--- config.mk ---
export PLATFORM = sky130hd
export DESIGN_NAME = instruction_fetch_flat
export DESIGN_NICKNAME = d
export VERILOG_FILES = /design/src/rtl/instruction_fetch_if.sv /design/src/rtl/instruction_fetch.sv /design/src/flat_wrapper.sv
export SDC_FILE = /design/constraint.sdc
export NUM_CORES = 1
export LEC_CHECK = 0
export ABC_AREA = 1
export CORE_MARGIN = 3
export CORE_UTILIZATION = 45
export CTS_BUF_LIST = sky130_fd_sc_hd__clkbuf_16
export DETAILED_ROUTE_END_ITERATION = 10
export PLACE_DENSITY = 0.78
export SYNTH_ARGS = -nofsm -noshare
export SYNTH_HDL_FRONTEND = slang
export SYNTH_SLANG_ARGS = --single-unit
--- constraint.sdc ---
create_clock -name clk -period 1.73 [get_ports clk]
set_input_delay 0.2595 -clock clk [delete_from_list [all_inputs] [get_ports clk]]
set_output_delay 0.2595 -clock clk [all_outputs]
set_load 0.05 [all_outputs]
--- src/rtl/instruction_fetch_if.sv ---
// Instruction-memory request/response bus between the fetch stage (master)
// and the instruction memory (slave).
interface instruction_fetch_if;
    logic        imem_req;
    logic [31:0] imem_addr;
    logic        imem_ready;
    logic [31:0] imem_rdata;

    modport master (
        output imem_req,
        output imem_addr,
        input  imem_ready,
        input  imem_rdata
    );

    modport slave (
        input  imem_req,
        input  imem_addr,
        output imem_ready,
        output imem_rdata
    );
endinterface

--- src/rtl/instruction_fetch.sv ---
// Instruction fetch stage: issues word-aligned fetches, fills the IF/ID
// register, absorbs decode stalls with a one-entry skid and flushes on redirect.
module instruction_fetch #(
    parameter logic [31:0] RESET_PC  = 32'h0000_0000,
    parameter logic [31:0] NOP_INSTR = 32'h0000_0013
) (
    input  logic                       clk,
    input  logic                       rst,
    input  logic                       stall,
    input  logic                       redirect_valid,
    input  logic [31:0]                redirect_pc,
    instruction_fetch_if.master        imem,
    output logic                       if_id_valid,
    output logic [31:0]                if_id_instr,
    output logic [31:0]                if_id_pc,
    output logic                       misalign_err
);

    typedef enum logic [1:0] {
        BOOT  = 2'd0,
        FETCH = 2'd1,
        HOLD  = 2'd2,
        KILL  = 2'd3
    } state_t;

    state_t      state, state_next;
    logic [31:0] pc, pc_next;
    logic [31:0] kill_addr, kill_addr_next;
    logic [31:0] skid_instr, skid_instr_next;
    logic [31:0] skid_pc, skid_pc_next;
    logic        if_id_valid_next;
    logic [31:0] if_id_instr_next;
    logic [31:0] if_id_pc_next;
    logic        misalign_err_next;
    logic        req;

    // KILL keeps presenting the abandoned address so the memory sees a
    // stable request until its response arrives and is dropped.
    assign req            = (state == FETCH) || (state == KILL);
    assign imem.imem_req  = req;
    assign imem.imem_addr = (state == KILL) ? kill_addr : pc;

    always_comb begin
        // NOTE: every signal gets a default first so no path leaves it unassigned, which would infer a latch.
        state_next        = state;
        pc_next           = pc;
        kill_addr_next    = kill_addr;
        skid_instr_next   = skid_instr;
        skid_pc_next      = skid_pc;
        if_id_valid_next  = if_id_valid;
        if_id_instr_next  = if_id_instr;
        if_id_pc_next     = if_id_pc;
        misalign_err_next = 1'b0;

        if (redirect_valid) begin
            pc_next           = {redirect_pc[31:2], 2'b00};
            if_id_valid_next  = 1'b0;
            if_id_instr_next  = NOP_INSTR;
            misalign_err_next = |redirect_pc[1:0];
            if (req && !imem.imem_ready) begin
                state_next = KILL;
                // A redirect already in KILL keeps the original in-flight address.
                if (state == FETCH) begin
                    kill_addr_next = pc;
                end
            end else begin
                state_next = FETCH;
            end
        end else begin
            unique case (state)
                BOOT: begin
                    state_next = FETCH;
                end
                FETCH: begin
                    if (imem.imem_ready) begin
                        pc_next = pc + 32'd4;
                        if (stall) begin
                            skid_instr_next = imem.imem_rdata;
                            skid_pc_next    = pc;
                            state_next      = HOLD;
                        end else begin
                            if_id_valid_next = 1'b1;
                            if_id_instr_next = imem.imem_rdata;
                            if_id_pc_next    = pc;
                        end
                    end else if (!stall) begin
                        if_id_valid_next = 1'b0;
                        if_id_instr_next = NOP_INSTR;
                    end
                end
                HOLD: begin
                    if (!stall) begin
                        if_id_valid_next = 1'b1;
                        if_id_instr_next = skid_instr;
                        if_id_pc_next    = skid_pc;
                        state_next       = FETCH;
                    end
                end
                KILL: begin
                    // Stall is irrelevant here: IF/ID already holds a bubble.
                    if (imem.imem_ready) begin
                        state_next = FETCH;
                    end
                end
                default: begin
                    state_next = BOOT;
                end
            endcase
        end
    end

    always_ff @(posedge clk) begin
        // NOTE: sequential state uses non-blocking assignments so every register samples pre-edge values.
        if (rst) begin
            state        <= BOOT;
            pc           <= RESET_PC;
            kill_addr    <= RESET_PC;
            // NOTE: the skid is only two registers, so it is cleared on reset like the rest of the state.
            skid_instr   <= NOP_INSTR;
            skid_pc      <= 32'h0000_0000;
            if_id_valid  <= 1'b0;
            if_id_instr  <= NOP_INSTR;
            if_id_pc     <= 32'h0000_0000;
            misalign_err <= 1'b0;
        end else begin
            state        <= state_next;
            pc           <= pc_next;
            kill_addr    <= kill_addr_next;
            skid_instr   <= skid_instr_next;
            skid_pc      <= skid_pc_next;
            if_id_valid  <= if_id_valid_next;
            if_id_instr  <= if_id_instr_next;
            if_id_pc     <= if_id_pc_next;
            misalign_err <= misalign_err_next;
        end
    end

endmodule

--- src/flat_wrapper.sv ---
// flat-port wrapper written by rule: the top's interface ports become plain ports
module instruction_fetch_flat 
#(
    parameter logic [31:0] RESET_PC  = 32'h0000_0000,
    parameter logic [31:0] NOP_INSTR = 32'h0000_0013
)
  (clk, rst, stall, redirect_valid, redirect_pc, if_id_valid, if_id_instr, if_id_pc, misalign_err, imem_imem_req, imem_imem_addr, imem_imem_ready, imem_imem_rdata);
  instruction_fetch_if imem_i ();
  input  logic clk;
  input  logic rst;
  input  logic stall;
  input  logic redirect_valid;
  input  logic [31:0] redirect_pc;
  output logic if_id_valid;
  output logic [31:0] if_id_instr;
  output logic [31:0] if_id_pc;
  output logic misalign_err;
  output wire logic [$bits(imem_i.imem_req)-1:0] imem_imem_req;
  output wire logic [$bits(imem_i.imem_addr)-1:0] imem_imem_addr;
  input wire logic [$bits(imem_i.imem_ready)-1:0] imem_imem_ready;
  input wire logic [$bits(imem_i.imem_rdata)-1:0] imem_imem_rdata;
  assign imem_imem_req = imem_i.imem_req;
  assign imem_imem_addr = imem_i.imem_addr;
  assign imem_i.imem_ready = imem_imem_ready;
  assign imem_i.imem_rdata = imem_imem_rdata;
  instruction_fetch #(.RESET_PC(RESET_PC), .NOP_INSTR(NOP_INSTR)) u_core (.clk(clk), .rst(rst), .stall(stall), .redirect_valid(redirect_valid), .redirect_pc(redirect_pc), .imem(imem_i), .if_id_valid(if_id_valid), .if_id_instr(if_id_instr), .if_id_pc(if_id_pc), .misalign_err(misalign_err));
endmodule
==> metrics.cfg <==
[global_route]
grt_start_max_net_pins=93
grt_pass1_vias=8103
antenna_found_initial=0
grt_use_total_pct=24.8
grt-ovfl-total=0
grt_pass1_wl_um=41000

[outcome]
status=complete, but fails checks
violations=setup timing

[placement]
gp_congestion=0.943
placed_cells=1579
io_buffer_count=163
hpwl_um=17300

[clock_network]
clock-sinks=188
clk_latency_ns=0.43
cts-htree-levels=4
cts_made_buffers=17
clk_pin_slew_worst_paths_ns=0.07
clockBufferDepth=2
cts_root_buf=clkbuf_16
cts_tree=done
cts_hold_buf=0

[die]
core_area_um2=18100
ios=168
die_h_um=142
start_util_pct=46.3
dieArea_um2=20300
rows=49
fp.dieW_um=142

[detailed_routing]
drc=0
first_pass_iters=5
drt_wl_total_um=26400
wl_per_cell_um=16.3
route.vias.total=8802
drtIter0Drc=778
vias_per_cell=5.43
ant_nets=0

[power]
power_frac_seq_pct=41.2
p_per_area_nw_per_um2=964
swShare_pct=31.0
power.leakage_nw=4.71
power.total_w=0.0115
p_int_w=0.00793
combPwrFrac_pct=23.4
clockPowerShare_pct=35.4
ir_worst_vdd_v=0.000766
switchingPower_w=0.00356

[timing]
setup_ws_ns=-0.115
maxSlewHeadroom_pct=66.0
skew_ns=0.00829
drv_slew=0
fin_crit_ns=1.85
fmax_ghz=0.542
setup_viol=30
tightest_slew_ns=0.513
period_share_pct=107
rsz0062_at_grt=yes
hold_viol_final=0
fin_setup_tns_ns=-2.72

[setup_path]
cp.arrival_ns=1.59
path_cells=buf_6 > nand2_8 > buf_12 > nor2_1 > a21oi_4 > buf_12
slowest_delay_ns=0.34
cp.required_ns=1.47
cp_max_fo=16
cp-start-kind=register
cp_common_cell=buf_12
crit_family=buffers and inverters
crit_type=register to output pin
critical_path_buf_inv_count=3
slowest_stage=dfxtp_2
endpoint_kind=output pin

[min_path]
min_path_type=input pin to register

[finish]
drive_gt1_share_pct=19.8
fin_nets=1449
layout_commonest_cell=dfxtp_1
final_cells=1621
syn2layout_area_growth_pct=42.5
layout_common_cells=dfxtp_1, o21ai_0, nor2_1, nand2_1, buf_4
antenna_cells=0
fin_util_pct=65.9

[run]
maxCapViolations=0

[logic_synthesis]
synth-edff-count=0
yosysWarnings=0
ys_async_sr_fraction_pct=0
synthCells=1211
synthFlopType=dfxtp_1
avgSynthCellArea_um2=6.91
syn_area_um2=8370
netlist-cell-type-count=31
yosysSeqAreaShare_pct=45.0
ys_ff_latch=188

-- per-layer routing --
metal | vias up | wire length, µm | global-route usage, %
li1 | 4333 | - | -
met1 | 4034 | 11500 | 34.6
met2 | 373 | 12100 | 37.7
met3 | 62 | 1870 | 4.03
met4 | 0 | 890 | 11.3
met5 | - | 0 | 0
-- worst register-to-register path, cell delays in order, from the launching register on --
cell     delay, ns
dfxtp_2       0.33
buf_4         0.15
nor2_4        0.13
inv_2         0.08
a21oi_4       0.17
inv_2         0.05
nor2_1        0.11
nand2_2       0.12
buf_12        0.18
o21ai_1       0.16
nor2_1        0.05
-- logic make-up (layout without fill, tap and decap cells) --
family	after synthesis	count (layout)	synth area share [%]
xor+xnor	7	7	0.733
mux	1	1	0.135
compound gates	376	376	23.3
other cells	1	4	0.0448
buf+inv	189	367	8.97
fa+ha+maj	1	1	0.149
simple gates	448	448	21.7
flops	188	188	45.0
-- path summary, 6_finish.rpt --
| check | startpoint | endpoint | slack, ns | depth (start not counted) |
|---|---|---|---|---|
| hold reg to reg | u_core.skid_pc[21] | u_core.skid_pc[21] | 0.44 | 2 |
| setup / recovery | u_core.state[1] | imem_imem_addr[30] | -0.12 | 6 |
| setup reg to reg | u_core.state[1] | u_core.if_id_pc[20] | 0.09 | 10 |
| hold / removal | redirect_pc[0] | u_core.misalign_err | 0.41 | 3 |
-- synthesized netlist by cell type (2+ instances only) --
| library cell | instances | area share, % |
|---|---|---|
| a21oi_1 | 120 | 7.2 |
| a31oi_1 | 36 | 2.7 |
| buf_1 | 8 | 0.36 |
| buf_2 | 11 | 0.66 |
| buf_4 | 7 | 0.63 |
| clkbuf_1 | 63 | 2.8 |
| dfxtp_1 | 188 | 45 |
| inv_1 | 90 | 4.0 |
| inv_2 | 8 | 0.36 |
| nand2_1 | 170 | 7.6 |
| nand2_2 | 3 | 0.22 |
| nand3_1 | 66 | 3.9 |
| nand4_1 | 6 | 0.45 |
| nor2_1 | 191 | 8.6 |
| nor2_2 | 4 | 0.30 |
| nor3_1 | 6 | 0.36 |
| o21ai_0 | 181 | 11 |
| o21ai_1 | 33 | 2.0 |
| o31ai_1 | 2 | 0.18 |
| xor2_1 | 7 | 0.73 |
-- power by group through the flow --
stage               logic [W]  clock network (W)  registers, W
floorplan             0.00113                  0       0.00506
CTS                   0.00261            0.00409       0.00472
detailed placement    0.00243                  0       0.00482
finish                0.00269            0.00407       0.00473
global placement      0.00240                  0       0.00481
global route          0.00287            0.00425       0.00476
-- metrics by stage --
step	hold WS [ns]	setup slack (ns)	area, µm²
2_1_floorplan	0.373	-0.257	8410
3_3_place_gp	0.431	-0.0832	10700
3_5_place_dp	0.436	-0.154	10700
4_1_cts	0.406	-0.118	11800
5_1_grt	0.450	-0.158	11900
6_report	0.411	-0.115	11900
-- layout make-up --
type                    instances  area (µm²)
well taps                     229         287
fillers                      1418        6160
repair buffers                236        2600
clock buffers                  17         425
clock inverters                15         185
flip-flops and latches        188        3770
inverters                      99         378
multi-input cells             837        4270
-- sequential cells by signal, indices dropped and copies added (netlist names) --
| name | count |
|---|---|
| u_core.if_id_instr | 32 |
| u_core.if_id_pc | 30 |
| u_core.if_id_valid | 1 |
| u_core.kill_addr | 30 |
| u_core.misalign_err | 1 |
| u_core.pc | 30 |
| u_core.skid_instr | 32 |
| u_core.skid_pc | 30 |
| u_core.state | 2 |
-- repair_timing --
| action | CTS | global route |
|---|---|---|
| pin swaps | 2 | 1 |
| gates cloned | 3 | 2 |
| buffers inserted | 4 | 1 |
| endpoints found under the setup margin | 38 | 116 |
| resized for setup | 79 | 32 |
Power figures use the tool's default switching activity.
